--- src/rtl/uart_pkg.sv ---
// Shared definitions for the UART receive path: one-hot FSM states,
// oversampling constants and the bit-decision helper.
package uart_pkg;

  typedef enum logic [3:0] {
    ST_IDLE  = 4'b0001,
    ST_START = 4'b0010,
    ST_DATA  = 4'b0100,
    ST_STOP  = 4'b1000
  } rx_fsm_e;

  localparam int OS_RATE      = 16;
  localparam int SAMPLE_FIRST = 6;
  localparam int SAMPLE_LAST  = 10;
  localparam int FRAME_BITS   = 10;

  // Three or more ones out of five samples decide a logic 1.
  function automatic logic majority_5(input logic [2:0] ones);
    return (ones >= 3'd3);
  endfunction

endpackage

--- src/rtl/uart_rx_sync.sv ---
// Brings the asynchronous rs232_rx pin into the sys_clk domain and flags
// the high-to-low transition that marks a possible start bit.
module uart_rx_sync (
  input  logic sys_clk,
  input  logic reset_n,
  input  logic rs232_rx,
  output logic rx_sync,
  output logic fall_edge
);

  logic sync1_r;
  logic sync2_r;
  logic prev_r;

  // Two-stage synchroniser followed by the edge-history register; idle line is high.
  always_ff @(posedge sys_clk or negedge reset_n) begin
    if (!reset_n) begin
      sync1_r <= 1'b1;
      sync2_r <= 1'b1;
      prev_r  <= 1'b1;
    end else begin
      sync1_r <= rs232_rx;
      sync2_r <= sync1_r;
      prev_r  <= sync2_r;
    end
  end

  assign rx_sync   = sync2_r;
  assign fall_edge = ~sync2_r & prev_r;

endmodule

--- src/rtl/uart_byte_rx.sv ---
// 8N1 UART receiver with 16x oversampling and 5-sample majority voting per
// bit; reports each good byte with rx_done and a bad stop bit with frame_err.
module uart_byte_rx
  import uart_pkg::*;
#(
  parameter int CLK_FREQ  = 50000000,
  parameter int BAUD_RATE = 115200
) (
  input  logic       sys_clk,
  input  logic       reset_n,
  input  logic       rs232_rx,
  output logic [7:0] rx_data,
  output logic       rx_done,
  output logic       rx_state,
  output logic       frame_err
);

  localparam int OS_DIV = CLK_FREQ / (BAUD_RATE * OS_RATE);
  localparam int OS_W   = (OS_DIV > 1) ? $clog2(OS_DIV) : 1;
  localparam logic [OS_W-1:0] OS_LAST   = OS_W'(OS_DIV - 1);
  localparam logic [7:0]      SLOT_LAST = 8'(FRAME_BITS * OS_RATE - 1);
  localparam logic [3:0]      PH_FIRST  = 4'(SAMPLE_FIRST);
  localparam logic [3:0]      PH_LAST   = 4'(SAMPLE_LAST);
  localparam logic [3:0]      LAST_DATA = 4'(FRAME_BITS - 2);

  logic            rx_sync_s;
  logic            fall_edge_s;
  rx_fsm_e         state_r;
  rx_fsm_e         state_s;
  logic [OS_W-1:0] os_cnt_r;
  logic [7:0]      slot_r;
  logic [2:0]      ones_r;
  logic [7:0]      shift_r;
  logic [7:0]      rx_data_r;
  logic            rx_done_r;
  logic            frame_err_r;
  logic            rx_state_r;
  logic            tick_s;
  logic [3:0]      phase_s;
  logic [3:0]      bit_idx_s;
  logic            in_window_s;
  logic            decide_s;
  logic [2:0]      ones_sum_s;
  logic            bit_val_s;
  logic            start_s;
  logic            done_s;
  logic            ferr_s;

  uart_rx_sync u_sync (
    .sys_clk   (sys_clk),
    .reset_n   (reset_n),
    .rs232_rx  (rs232_rx),
    .rx_sync   (rx_sync_s),
    .fall_edge (fall_edge_s)
  );

  // Tick, slot position and the running majority sum for the current bit.
  always_comb begin
    tick_s      = (state_r != ST_IDLE) && (os_cnt_r == OS_LAST);
    phase_s     = slot_r[3:0];
    bit_idx_s   = slot_r[7:4];
    in_window_s = tick_s && (phase_s >= PH_FIRST) && (phase_s <= PH_LAST);
    decide_s    = tick_s && (phase_s == PH_LAST);
    ones_sum_s  = ones_r + {2'b00, rx_sync_s};
    bit_val_s   = majority_5(ones_sum_s);
    start_s     = (state_r == ST_IDLE) && fall_edge_s;
  end

  // FSM state register.
  always_ff @(posedge sys_clk or negedge reset_n) begin
    if (!reset_n) begin
      state_r <= ST_IDLE;
    end else begin
      state_r <= state_s;
    end
  end

  // Next-state and end-of-frame pulse decisions.
  always_comb begin
    state_s = state_r;
    done_s  = 1'b0;
    ferr_s  = 1'b0;
    case (state_r)
      ST_IDLE: begin
        if (start_s) begin
          state_s = ST_START;
        end else begin
          state_s = ST_IDLE;
        end
      end
      ST_START: begin
        // A start bit that votes high was only a glitch; drop it silently.
        if (decide_s) begin
          state_s = bit_val_s ? ST_IDLE : ST_DATA;
        end else begin
          state_s = ST_START;
        end
      end
      ST_DATA: begin
        if (decide_s && (bit_idx_s == LAST_DATA)) begin
          state_s = ST_STOP;
        end else begin
          state_s = ST_DATA;
        end
      end
      ST_STOP: begin
        if (decide_s) begin
          state_s = ST_IDLE;
          done_s  = bit_val_s;
          ferr_s  = ~bit_val_s;
        end else begin
          state_s = ST_STOP;
        end
      end
      default: begin
        state_s = ST_IDLE;
      end
    endcase
  end

  // Oversample divider, slot counter and ones-count; restarted on each start edge.
  always_ff @(posedge sys_clk or negedge reset_n) begin
    if (!reset_n) begin
      os_cnt_r <= '0;
      slot_r   <= 8'd0;
      ones_r   <= 3'd0;
    end else if (start_s || (state_r == ST_IDLE)) begin
      os_cnt_r <= '0;
      slot_r   <= 8'd0;
      ones_r   <= 3'd0;
    end else if (tick_s) begin
      os_cnt_r <= '0;
      slot_r   <= (slot_r == SLOT_LAST) ? 8'd0 : slot_r + 8'd1;
      if (decide_s) begin
        ones_r <= 3'd0;
      end else if (in_window_s) begin
        ones_r <= ones_sum_s;
      end else begin
        ones_r <= ones_r;
      end
    end else begin
      os_cnt_r <= os_cnt_r + OS_W'(1);
    end
  end

  // Data bits arrive LSB first, so each decision enters at the top.
  always_ff @(posedge sys_clk or negedge reset_n) begin
    if (!reset_n) begin
      shift_r <= 8'h00;
    end else if ((state_r == ST_DATA) && decide_s) begin
      shift_r <= {bit_val_s, shift_r[7:1]};
    end else begin
      shift_r <= shift_r;
    end
  end

  // Registered outputs; pulses land together with the return to idle.
  always_ff @(posedge sys_clk or negedge reset_n) begin
    if (!reset_n) begin
      rx_data_r   <= 8'h00;
      rx_done_r   <= 1'b0;
      frame_err_r <= 1'b0;
      rx_state_r  <= 1'b0;
    end else begin
      rx_data_r   <= done_s ? shift_r : rx_data_r;
      rx_done_r   <= done_s;
      frame_err_r <= ferr_s;
      rx_state_r  <= (state_s != ST_IDLE);
    end
  end

  assign rx_data   = rx_data_r;
  assign rx_done   = rx_done_r;
  assign frame_err = frame_err_r;
  assign rx_state  = rx_state_r;

endmodule

--- config.mk ---
export PLATFORM = sky130hd
export DESIGN_NAME = uart_byte_rx
export DESIGN_NICKNAME = d
export VERILOG_FILES = /design/src/rtl/uart_pkg.sv /design/src/rtl/uart_rx_sync.sv /design/src/rtl/uart_byte_rx.sv
export SDC_FILE = /design/constraint.sdc
export NUM_CORES = 1
export LEC_CHECK = 0
export ABC_AREA = 1
export BUFFER_PORTS_ARGS = -buffer_cell sky130_fd_sc_hd__buf_2
export CAP_MARGIN = 5
export CORE_ASPECT_RATIO = 0.5
export CORE_UTILIZATION = 50
export DETAILED_ROUTE_END_ITERATION = 10
export PLACE_DENSITY = 0.68
export SYNTH_ARGS = -nofsm -noshare
export SYNTH_HDL_FRONTEND = slang
export SYNTH_HIERARCHICAL = 1
export SYNTH_SLANG_ARGS = --single-unit
--- constraint.sdc ---
create_clock -name sys_clk -period 1.94 [get_ports sys_clk]
set_clock_uncertainty 0.1 [all_clocks]
set_input_delay 0 -clock sys_clk [delete_from_list [all_inputs] [get_ports sys_clk]]
set_output_delay 0 -clock sys_clk [all_outputs]
set_load 0.005 [all_outputs]
# ---- After elaboration in Yosys (flattened, before gate mapping)
# Index checks and enable logic that the tools add are counted.
# W data, S select, Z words.
dict set report classes {
  addsub 3
  magnitude_cmp 3
  eq_ne 10
  mux 19
  bitwise_logic 3
  n_reduce_logical 11
}
# cell count
set op_table {}
lappend op_table {{$mux W8} 3}
lappend op_table {{$mux W3} 6}
lappend op_table {{$pmux W4 S4} 1}
lappend op_table {{$eq A4 B4 Y1 const B} 3}
lappend op_table {{$mux W5} 2}
lappend op_table {{$add A8 B1 Y8 const B} 1}
lappend op_table {{$eq A8 B8 Y1 const B} 1}
lappend op_table {{$mux W4} 2}
lappend op_table {{$ne A4 B1 Y1 const B} 2}
lappend op_table {{$logic_and A1 B1 Y1} 7}
lappend op_table {{$add A5 B1 Y5 const B} 1}
lappend op_table {{$eq A5 B5 Y1 const B} 1}
lappend op_table {{$eq A4 B1 Y1 const B} 1}
lappend op_table {{$eq A4 B2 Y1 const B} 1}
lappend op_table {{$eq A4 B3 Y1 const B} 1}
lappend op_table {{$ge A4 B3 Y1 const B} 1}
lappend op_table {{$le A4 B4 Y1 const B} 1}
lappend op_table {{$mux W1} 4}
lappend op_table {{$add A3 B1 Y3} 1}
lappend op_table {{$ge A3 B2 Y1 const B} 1}
lappend op_table {{$reduce_bool A3 Y1} 1}
lappend op_table {{$mux W2} 1}
lappend op_table {{$not A1 Y1} 2}
lappend op_table {{$reduce_and A2 Y1} 1}
lappend op_table {{3 further kinds} 3}
dict set report word_totals {
  regBits 42
  input_bits 3
  out_inout_bits 11
  elab_cells 61
}

# ---- Logic depth before layout (Yosys ltp)
# Gate-level depths: netlist of the first run.
dict set report logic_depth {
  ltp_word 8
  ltp_mapped 10
  depth_no_buf 10
}

# ---- Modules after synthesis
# Netlist of the first run, hierarchy kept.
# module n_inst cells_per_inst area_per_inst_um2 seq_area_each_um2
set by_module_without_submodules {}
lappend by_module_without_submodules {uart_byte_rx 1 251 2065.7 977.2}
lappend by_module_without_submodules {uart_rx_sync 1 5 88.8 78.8}

# ---- Least setup slack after synthesis of the first run
# No wires, ideal clock.
dict set report synth_timing {
  path_type {register to register}
  startpoint {register u_sync.sync2_r, in the netlist u_sync/rx_sync}
  endpoint {register rx_data_r[0], in the netlist rx_data[0]}
  setup_time_ps 65
  arrival_ps 1542
  required_ps 1775
  setup_slack_ps 232
  path_stages_with_launch 9
  path_buffers 1
  period_less_slack_ps 1708
  cell_sequence {dfstp_2 ha_1 ha_1 inv_1 or2_1 nand3_1 buf_2 nand4_1 nand2_1}
}
dict set report synth_via {
  elab_chain_len 4
}
# element line_no
set synth_rtl {}
lappend synth_rtl {{start: declaration} uart_rx_sync.sv:12} ;# logic sync2_r;
lappend synth_rtl {{start signal: assignment} uart_rx_sync.sv:23} ;# sync2_r <= sync1_r;
lappend synth_rtl {{$add A3 B1 Y3} uart_byte_rx.sv:64} ;# ones_sum_s = ones_r + {2'b00, rx_sync_s};
lappend synth_rtl {{$ge A3 B2 Y1} uart_pkg.sv:19} ;# return (ones >= 3'd3);
lappend synth_rtl {{$mux W1} uart_byte_rx.sv:107} ;# if (decide_s) begin
lappend synth_rtl {{$mux W1} uart_byte_rx.sv:83} ;# case (state_r)
lappend synth_rtl {{end signal: assignment} uart_byte_rx.sv:165} ;# rx_data_r <= done_s ? shift_r : rx_data_r;
lappend synth_rtl {{end: declaration} uart_byte_rx.sv:34} ;# logic [7:0] rx_data_r;
# Every way passes these cells.
# A chain may end at the register's enable or synchronous reset.

# ---- Worst setup path after layout of the first run
dict set report layout_timing {
  startpoint {register os_cnt_r[0]}
  endpoint {register shift_r[7]}
}
dict set report layout_via {
  elab_chain_len 4
}
# element line_no
set layout_rtl {}
lappend layout_rtl {{start: declaration} uart_byte_rx.sv:30} ;# logic [OS_W-1:0] os_cnt_r;
lappend layout_rtl {{start signal: assignment} uart_byte_rx.sv:142} ;# os_cnt_r <= os_cnt_r + OS_W'(1);
lappend layout_rtl {{$eq A5 B5 Y1} uart_byte_rx.sv:59} ;# tick_s = (state_r != ST_IDLE) && (os_cnt_r == OS_LAST);
lappend layout_rtl {{$logic_and A1 B1 Y1} uart_byte_rx.sv:59}
lappend layout_rtl {{$logic_and A1 B1 Y1} uart_byte_rx.sv:63} ;# decide_s = tick_s && (phase_s == PH_LAST);
lappend layout_rtl {{$logic_and A1 B1 Y1} uart_byte_rx.sv:150} ;# end else if ((state_r == ST_DATA) && decide_s) begin
lappend layout_rtl {{end signal: assignment} uart_byte_rx.sv:151} ;# shift_r <= {bit_val_s, shift_r[7:1]};
lappend layout_rtl {{end signal: assignment} uart_byte_rx.sv:153} ;# shift_r <= shift_r;
lappend layout_rtl {{end: declaration} uart_byte_rx.sv:33} ;# logic [7:0] shift_r;
# Every way passes these cells.

==> flow_summary.yaml, run 1 <==
grt:
  wire_length_of_the_first_global_routing_pass_mm: 7.17
  grt_start_max_net_pins: 18
  grt_antenna_before_repair: 0
  grt_remaining_overflow: 0
  grt_usage: 0.203
  grt_pass1_vias: 1601
synth:
  top_cell_type_s_share_of_synthesized_area: 0.441
  count_of_state_elements_after_synthesis: 42
  ys_warn_count: 6
  ys_top_cells_by_area: "dfrtp_1, nand2_1, nand3_1"
  synth_top_cell_by_area: "dfrtp_1"
  synth_fp_nets: 265
  synth_top_flop_cell: "dfrtp_1"
  postSynthCellCount: 256
  sequential_area_share_after_synthesis: 0.490
  yosys.cell_count.top_type: "nand2_1"
  synthesis.area_um2: 2150
  post_synth_edffs: 0
  asyncSetResetFlopFracSynth: 1.00
  average_cell_area_after_synthesis_um2: 8.42
  yosys-top-cells-count: "nand2_1, dfrtp_1, nand3_1"
  synth_cell_types: 30
timing:
  total_negative_setup_slack_ns: 0
  finalMaxSlewViolations: 0
  clock.fmax_mhz: 565
  min_period_over_period: 0.912
  timing.final.setup_violations: 0
  max_slew.worst_pin.slew_ns: 0.513
  slew_headroom: 0.656
  final.min_clock_period_ns: 1.77
  report.final.hold_viol_count: 0
  unrepaired_setup_endpoints_after_global_routing: "no"
  fin_hold_ws_ns: 0.0306
setup_path:
  slowest_stage: "dfrtp_1"
  worst-endpoint-required_ns: 2.03
  logic_depth_of_the_worst_setup_path_including_buffers: 9
  crit_fanout: 14
  timing.critical_path.cells: "inv_1 -> ha_1 -> nand2_2 -> nor2_8 -> nand2_4 -> nor2_8 -> nand2_2 -> nand2_1 -> o21ai_1"
  critPathMaxStageDelay_ns: 0.42
  setup.worst_path.class: "reg2reg"
  critical_path.top_delay_family: "simple AND/OR/NAND/NOR gates"
  critical_path.startpoint_type: "register"
  critical_path.n_buffers_inverters: 1
  cp.arrival_ns: 1.86
  critPathCaptureType: "register"
  reg2reg_depth: 9
flow_run:
  cap_viol_max_count: 0
clock_network:
  cts_buffers: 5
  worst_skew_pair.late_latency_ns: 0.29
  cts_tree: "yes"
  ctsRootBufferMaster: "clkbuf_8"
  clk_pin_slew_worst_paths_ns: 0.08
  cts.sink_count: 42
  depth_of_the_cts_h_tree: 2
  clock_path_buffers: 2
final_layout:
  design_area_um2: 2420
  p_r_area_growth_vs_syn_pct: 12.3
  antenna_cells: 0
  layout.nets: 289
  final_cell_count_no_fill: 335
  layout-drive-gt1-share: 0.181
route:
  antenna_left: 0
  wire_per_inst_um: 12.2
  drtPass1Iterations: 6
  detail_route.wirelength_mm: 4.09
  vias_per_cell: 5.20
  detail_route.iter0.violations: 53
  drc_errors: 0
  via_count_of_the_routed_design: 1742
floorplan:
  num_rows: 16
  effective_utilization_at_floorplan: 0.538
  dieHeight_um: 48.4
  die-area_um2: 4590
  pin_count: 14
  floorplan.die.width_um: 94.8
  core_area_um2: 4000
pwr:
  power.combinational.fraction: 0.196
  total_leakage_power_nw: 1.32
  peakVddDrop_uv: 326
  p_int_mw: 1.35
  seq_power_share: 0.503
  power.share.switching: 0.311
  power.net_switching_uw: 608
  clock_network_power_share: 0.301
  total_power_of_the_final_layout_mw: 1.95
  powerDensity_nw_per_um2: 808
placed_design:
  globalplace.congestion: 0.872
  placedInstanceArea_um2: 2300
  portBuffers: 13
  placedCellCount: 325
  dp_hpwl_mm: 3.07
run_status:
  status: "finished, final reports clean"
hold_path:
  worstHoldPathType: "in2async"
layer usage:
metal | track usage | vias up | share of wire
met5 | 0 | - | 0
met4 | 0.0631 | 0 | 0.0090
met3 | 0.0613 | 7 | 0.039
met2 | 0.323 | 32 | 0.46
met1 | 0.268 | 830 | 0.49
li1 | - | 873 | -
area by class of cell:
class                   count  area (um^2)
repair buffers             23          145
inverters                  25         93.8
clock buffers               6         82.6
fillers                   354         1590
well taps                  54         67.6
multi-input cells         183          961
flip-flops and latches     42         1060
clock inverters             2         12.5
power by group through the flow:
| stage | sequential, mW | combinational, mW | clock (mW) |
|---|---|---|---|
| floorplan | 0.992 | 0.270 | 0 |
| global placement | 0.998 | 0.368 | 0 |
| detailed placement | 1.00 | 0.376 | 0 |
| CTS | 0.983 | 0.379 | 0.603 |
| global route | 0.994 | 0.437 | 0.652 |
| finish | 0.983 | 0.384 | 0.587 |
metrics by stage:
| step | util | setup WS, ns |
|---|---|---|
| floorplan | - | 0.232 |
| global placement | 0.574 | 0.154 |
| detailed placement | 0.574 | 0.121 |
| CTS | 0.603 | 0.101 |
| global route | 0.604 | 0.0300 |
| finish | 0.604 | 0.171 |
layout by cell type (no fill, tap or decap), types with 3 or more instances in the layout:
cell	n
nor2_1	28
nor3_1	3
nand3_1	30
nand2_2	3
inv_1	22
o21ai_0	7
dfrtp_1	38
xor2_1	3
buf_4	8
a21oi_1	3
ha_1	6
clkbuf_8	6
buf_2	13
nand4_1	10
nand2_1	73
dfstp_2	4
inv_2	3
state kept, by name, indices dropped and copies added, names as in the netlist:
name	count
rx_data	8
shift_r	8
slot_r	8
os_cnt_r	5
state_r	4
ones_r	3
frame_err	1
rx_done	1
rx_state	1
u_sync/prev_r	1
u_sync/rx_sync	1
u_sync/sync1_r	1
logic make-up (layout without fill, tap and decap cells):
group / count (synthesis) / count (layout) / synth area share
compound gates: 14 / 14 / 0.0348
fa+ha+maj: 6 / 6 / 0.0348
simple gates: 159 / 159 / 0.358
xor+xnor: 4 / 4 / 0.0163
flops: 42 / 42 / 0.490
buf+inv: 31 / 56 / 0.0662
what timing repair did:
action / in CTS / in global routing
setup endpoints to repair: 0 / 3
gates resized for setup: 0 / 1
hold endpoints to repair: 39 / 0
hold buffers: 2 / 0
setup buffers: 0 / 0
path summary, 6_finish.rpt:
| path | from | to | slack [ns] |
|---|---|---|---|
| max | os_cnt_r[0]$_DFF_PN0_ | shift_r[7]$_DFFE_PN0P_ | 0.17 |
| min | reset_n | state_r[3]$_DFF_PN0_ | 0.03 |
| max reg2reg | os_cnt_r[0]$_DFF_PN0_ | shift_r[7]$_DFFE_PN0P_ | 0.17 |
| min reg2reg | u_sync/sync1_r$_DFF_PN1_ | u_sync/rx_sync$_DFF_PN1_ | 0.26 |
| max in group asynchronous | reset_n | u_sync/sync1_r$_DFF_PN1_ | 1.10 |
| min in group sys_clk | rs232_rx | u_sync/sync1_r$_DFF_PN1_ | 0.26 |
No activity file was read; power rests on OpenSTA's default activity.
==> run 2: changes to the inputs <==
--- a/config.mk
+++ b/config.mk
@@ -6,7 +6,7 @@
 export NUM_CORES = 1
 export LEC_CHECK = 0
 export ABC_AREA = 1
-export BUFFER_PORTS_ARGS = -buffer_cell sky130_fd_sc_hd__buf_2
+export BUFFER_PORTS_ARGS = -buffer_cell sky130_fd_sc_hd__buf_4
 export CAP_MARGIN = 5
 export CORE_ASPECT_RATIO = 0.5
 export CORE_UTILIZATION = 50
==> run 2 against run 1 <==
Net effect: clock-buffer cell count is the same; via count is 0.40% lower; non-clock buffer count down 2; final cell count shrank 0.60%.
==> flow_summary.yaml, run 2 (synthesized netlist as in run 1, its figures left out) <==
route:
  drtPass1Iterations: 4
  wire_per_inst_um: 12.0
  detail_route.iter0.violations: 75
  drc_errors: 0
  vias_per_cell: 5.21
  via_count_of_the_routed_design: 1735
  antenna_left: 0
  detail_route.wirelength_mm: 4.00
flow_run:
  cap_viol_max_count: 0
clock_network:
  cts_tree: "yes"
  ctsRootBufferMaster: "clkbuf_8"
  cts.sink_count: 42
  worst_skew_pair.late_latency_ns: 0.29
  depth_of_the_cts_h_tree: 2
  clock_path_buffers: 2
  clk_pin_slew_worst_paths_ns: 0.08
  postCtsSetupRepairBufs: 0
  cts_buffers: 5
final_layout:
  final_cell_count_no_fill: 333
  antenna_cells: 0
  layout-drive-gt1-share: 0.176
  layout.cells.most_common: "nand2_1"
  layout.nets: 287
  fillerInstances: 356
  p_r_area_growth_vs_syn_pct: 13.6
  layout_common_cells: "nand2_1, dfrtp_1, nand3_1"
  fin_util: 0.612
  register_area_um2: 1060
  combined_area_of_the_multi_input_logic_cells_um2: 961
timing:
  total_negative_setup_slack_ns: 0
  slew_headroom: 0.625
  unrepaired_setup_endpoints_after_global_routing: "no"
  clock.fmax_mhz: 559
  min_period_over_period: 0.922
  report.final.hold_viol_count: 0
  final.min_clock_period_ns: 1.79
  max_slew.worst_pin.slew_ns: 0.558
  finalMaxSlewViolations: 0
  timing.final.setup_violations: 0
setup_path:
  critPathCaptureType: "register"
  setup.worst_path.class: "reg2reg"
  cp.arrival_ns: 1.88
  crit_fanout: 15
  critical_path.startpoint_type: "register"
  timing.critical_path.cells: "inv_1 -> ha_1 -> nand2_2 -> nor2_8 -> nand2_4 -> nor2_8 -> nand2_2 -> nand2_1 -> o21ai_1"
  slowest_stage: "dfrtp_1"
  critPathMaxStageDelay_ns: 0.41
  worst-endpoint-required_ns: 2.03
floorplan:
  pin_count: 14
  effective_utilization_at_floorplan: 0.538
  die-area_um2: 4590
  dieHeight_um: 48.4
  core_area_um2: 4000
  floorplan.die.width_um: 94.8
  num_rows: 16
grt:
  grt_remaining_overflow: 0
  grt_antenna_before_repair: 0
  grt_start_max_net_pins: 43
  grt_usage: 0.195
  wire_length_of_the_first_global_routing_pass_mm: 6.92
  grt_pass1_vias: 1593
placed_design:
  portBuffers: 13
  dp_hpwl_mm: 2.91
  globalplace.congestion: 0.797
  placedCellCount: 323
pwr:
  peakVddDrop_uv: 361
  powerDensity_nw_per_um2: 798
  total_leakage_power_nw: 1.31
hold_path:
  worstHoldPathType: "in2async"
run_status:
  status: "finished, final reports clean"
-- run 2: cell types whose count changed in the layout (fill, tap and decap cells not counted) --
cell,delta
buf_12,+1
buf_2,-13
buf_4,+10
-- run 2: metrics by stage --
stage	cell area, um^2	hold slack (ns)	worst slack [ns]	power [mW]
global route	2450	0.183	0.00562	2.07
floorplan	2150	-0.396	0.232	1.26
CTS	2440	0.143	0.105	1.97
finish	2450	0.120	0.152	1.95
global placement	2330	-0.0867	0.168	1.37
detailed placement	2330	-0.0819	0.118	1.38
-- run 2: critical path: cells and delay by family (launching register included) --
kind	cells	cell delay [ns]
buf+inv	1	0.07
compound gates	1	0.06
flops	1	0.41
simple gates	6	0.87
fa+ha+maj	1	0.16
-- run 2: worst paths after layout --
path,startpoint,to,slack (ns),depth (start not counted)
worst max register to register,os_cnt_r[0]$_DFF_PN0_,shift_r[7]$_DFFE_PN0P_,0.15,9
worst min-delay path,reset_n,rx_data[6]$_DFFE_PN0P_,0.12,2
max in group asynchronous,reset_n,u_sync/sync1_r$_DFF_PN1_,1.25,2
worst min register to register,u_sync/sync1_r$_DFF_PN1_,u_sync/rx_sync$_DFF_PN1_,0.26,0
min in group sys_clk,u_sync/sync1_r$_DFF_PN1_,u_sync/rx_sync$_DFF_PN1_,0.26,0
worst max-delay path,os_cnt_r[0]$_DFF_PN0_,shift_r[7]$_DFFE_PN0P_,0.15,9
-- run 2: layout make-up --
type / count / area share
Sequential cell: 42 / 0.431
Tap cell: 54 / 0.0276
Clock buffer: 6 / 0.0337
Inverter: 25 / 0.0383
Clock inverter: 2 / 0.00511
Timing Repair Buffer: 21 / 0.0715
Multi-Input combinational cell: 183 / 0.392
-- run 2: what timing repair did --
item / CTS / global route
hold buffers: 2 / 0
resized for setup: 0 / 1
endpoints found under the setup margin: 0 / 8
endpoints found under the hold margin: 43 / 0
-- run 2: metal layers --
| layer | vias up | routed length, um | track usage |
|---|---|---|---|
| li1 | 870 | - | - |
| met1 | 822 | 2020 | 0.255 |
| met2 | 37 | 1780 | 0.314 |
| met3 | 6 | 166 | 0.0582 |
| met4 | 0 | 34 | 0.0556 |
| met5 | - | 0 | 0 |
-- run 2: report_power, final --
group	internal (mW)	total (mW)	leakage, nW	switching [mW]
logic	0.126	0.379	0.698	0.253
clock network	0.286	0.589	0.0472	0.303
registers	0.937	0.985	0.569	0.0480
total	1.35	1.95	1.31	0.604
==> run 3: changes to the inputs <==
--- a/config.mk
+++ b/config.mk
@@ -9,9 +9,9 @@
 export BUFFER_PORTS_ARGS = -buffer_cell sky130_fd_sc_hd__buf_4
 export CAP_MARGIN = 5
 export CORE_ASPECT_RATIO = 0.5
-export CORE_UTILIZATION = 50
+export CORE_UTILIZATION = 53
 export DETAILED_ROUTE_END_ITERATION = 10
-export PLACE_DENSITY = 0.68
+export PLACE_DENSITY = 0.71
 export SYNTH_ARGS = -nofsm -noshare
 export SYNTH_HDL_FRONTEND = slang
 export SYNTH_HIERARCHICAL = 1
==> run 3 against run 2 <==
Net effect: sequential cell count unchanged; sequential power about the same; final cell count down 0.90%; core utilization up 5.6 points; clock-buffer cell count unchanged; die area down 5.5%; sequential share of layout area up 0.066 points; global-route usage up 1.3 points; highest routed layer unchanged.
==> flow_summary.yaml, run 3 (synthesized netlist as in run 1, its figures left out) <==
run_status:
  status: "finished, final reports clean"
timing:
  min_period_over_period: 0.919
  slew_headroom: 0.612
  timing.final.setup_violations: 0
  total_negative_setup_slack_ns: 0
  timing.final.ws_setup_ns: 0.156
  report.final.hold_viol_count: 0
  fin_hold_ws_ns: 0.127
  final.min_clock_period_ns: 1.78
  max_slew.worst_pin.slew_ns: 0.577
  finalMaxSlewViolations: 0
  unrepaired_setup_endpoints_after_global_routing: "no"
  clock.fmax_mhz: 561
setup_path:
  critPathMaxStageDelay_ns: 0.55
  timing.critical_path.cells: "ha_1 -> ha_1 -> inv_1 -> or2_1 -> nand3_2 -> buf_12 -> nand3_4 -> nand2_1 -> nand2_1"
  worstSetupStartpoint: "u_sync/rx_sync$_DFF_PN1_"
  critical_path.startpoint_type: "register"
  setup.worst_path.class: "reg2reg"
  minimum_setup_slack_among_reg_to_reg_paths_ns: 0.16
  cp.arrival_ns: 1.87
  timing.rr.end: "rx_data[1]$_DFFE_PN0P_"
  crit-reg2reg-launch: "u_sync/rx_sync$_DFF_PN1_"
  critPathCaptureType: "register"
  slowest_stage: "dfstp_2"
  crit_fanout: 12
  reg2reg_depth: 9
  worst-endpoint-required_ns: 2.03
placed_design:
  placement.setup.worst_slack_ns: 0.124
  dp_hpwl_mm: 2.86
  globalplace.congestion: 0.853
  portBuffers: 13
grt:
  grt_usage: 0.208
  grt_pass1_vias: 1499
  grt_start_max_net_pins: 43
  grt_antenna_before_repair: 0
  wire_length_of_the_first_global_routing_pass_mm: 6.71
  grt_remaining_overflow: 0
route:
  detail_route.wirelength_mm: 3.95
  antenna_left: 0
  drc_errors: 0
  drtPass1Iterations: 4
  vias_per_cell: 5.12
  wire_per_inst_um: 12.0
  via_count_of_the_routed_design: 1690
  detail_route.iter0.violations: 95
final_layout:
  layout_common_cells: "nand2_1, dfrtp_1, nand3_1"
  fin_util: 0.668
  layout.nets: 287
  p_r_area_growth_vs_syn_pct: 13.5
  antenna_cells: 0
  layout-drive-gt1-share: 0.176
  layout.cells.most_common: "nand2_1"
  fillerInstances: 296
clock_network:
  cts.sink_count: 42
  depth_of_the_cts_h_tree: 2
  clk_pin_slew_worst_paths_ns: 0.08
  worst_skew_pair.late_latency_ns: 0.29
  ctsRootBufferMaster: "clkbuf_8"
  cts_tree: "yes"
  clock_path_buffers: 2
  postCtsSetupRepairBufs: 0
  cts_buffers: 5
floorplan:
  num_rows: 15
  effective_utilization_at_floorplan: 0.589
  core_area_um2: 3660
  dieHeight_um: 47.1
  die-area_um2: 4340
  pin_count: 14
  floorplan.die.width_um: 92.2
pwr:
  peakVddDrop_uv: 421
  seq_power_share: 0.506
  clock_network_power_share: 0.300
  powerDensity_nw_per_um2: 798
  total_leakage_power_nw: 1.31
  p_int_mw: 1.35
  power.net_switching_uw: 602
  power.combinational.fraction: 0.193
  power.share.switching: 0.309
  total_power_of_the_final_layout_mw: 1.95
hold_path:
  worstHoldPathType: "in2async"
flow_run:
  cap_viol_max_count: 0
==> run 3: cell counts in the layout (fill, tap and decap cells not counted) <==
Identical to the previous run, type by type.
==> run 3: final cells by class <==
class	instances	area (um^2)	share of cell area
multi-input cells	183	961	0.393
inverters	25	93.8	0.0384
clock inverters	2	12.5	0.00512
well taps	51	63.8	0.0261
repair buffers	21	175	0.0716
flip-flops and latches	42	1060	0.432
clock buffers	6	82.6	0.0338
==> run 3: metrics by stage <==
step,cell area (um^2),instances
6_report,2440,330
5_1_grt,2440,330
4_1_cts,2440,330
3_5_place_dp,2320,320
3_3_place_gp,2320,320
2_1_floorplan,2150,256
==> run 3: power groups by stage <==
stage               sequential [mW]  clock (mW)  combinational, mW
global placement               1.00           0              0.365
global route                  0.993       0.641              0.422
detailed placement             1.00           0              0.374
floorplan                     0.992           0              0.270
CTS                           0.987       0.606              0.377
finish                        0.988       0.586              0.377
==> run 3: critical path, delay by kind of cell, from the launching register on <==
family,cells,cell delay [ns]
flip-flops,1,0.55
buffers and inverters,2,0.17
adder cells (fa/ha/maj),2,0.27
AND/OR/NAND/NOR,5,0.57
==> run 3: layer usage <==
metal,track usage,wire [um],up-vias
met5,0,0,-
met2,0.321,1720,33
li1,-,-,861
met4,0.0781,38,0
met1,0.287,2030,792
met3,0.0583,162,4
==> run 3: how the worst max path moves through the flow <==
stage                                        end  cells after the start
after floorplan           rx_data[0]$_DFFE_PN0P_                      8
after global placement    rx_data[4]$_DFFE_PN0P_                      9
after detailed placement  rx_data[1]$_DFFE_PN0P_                      9
after CTS                 rx_data[1]$_DFFE_PN0P_                      9
after global routing      rx_data[2]$_DFFE_PN0P_                      9
final                     rx_data[1]$_DFFE_PN0P_                      9
==> run 3: timing repair <==
item                       CTS  global route
setup endpoints to repair    0             2
hold endpoints to repair    43             0
hold buffers                 2             0
resized for setup            0             1
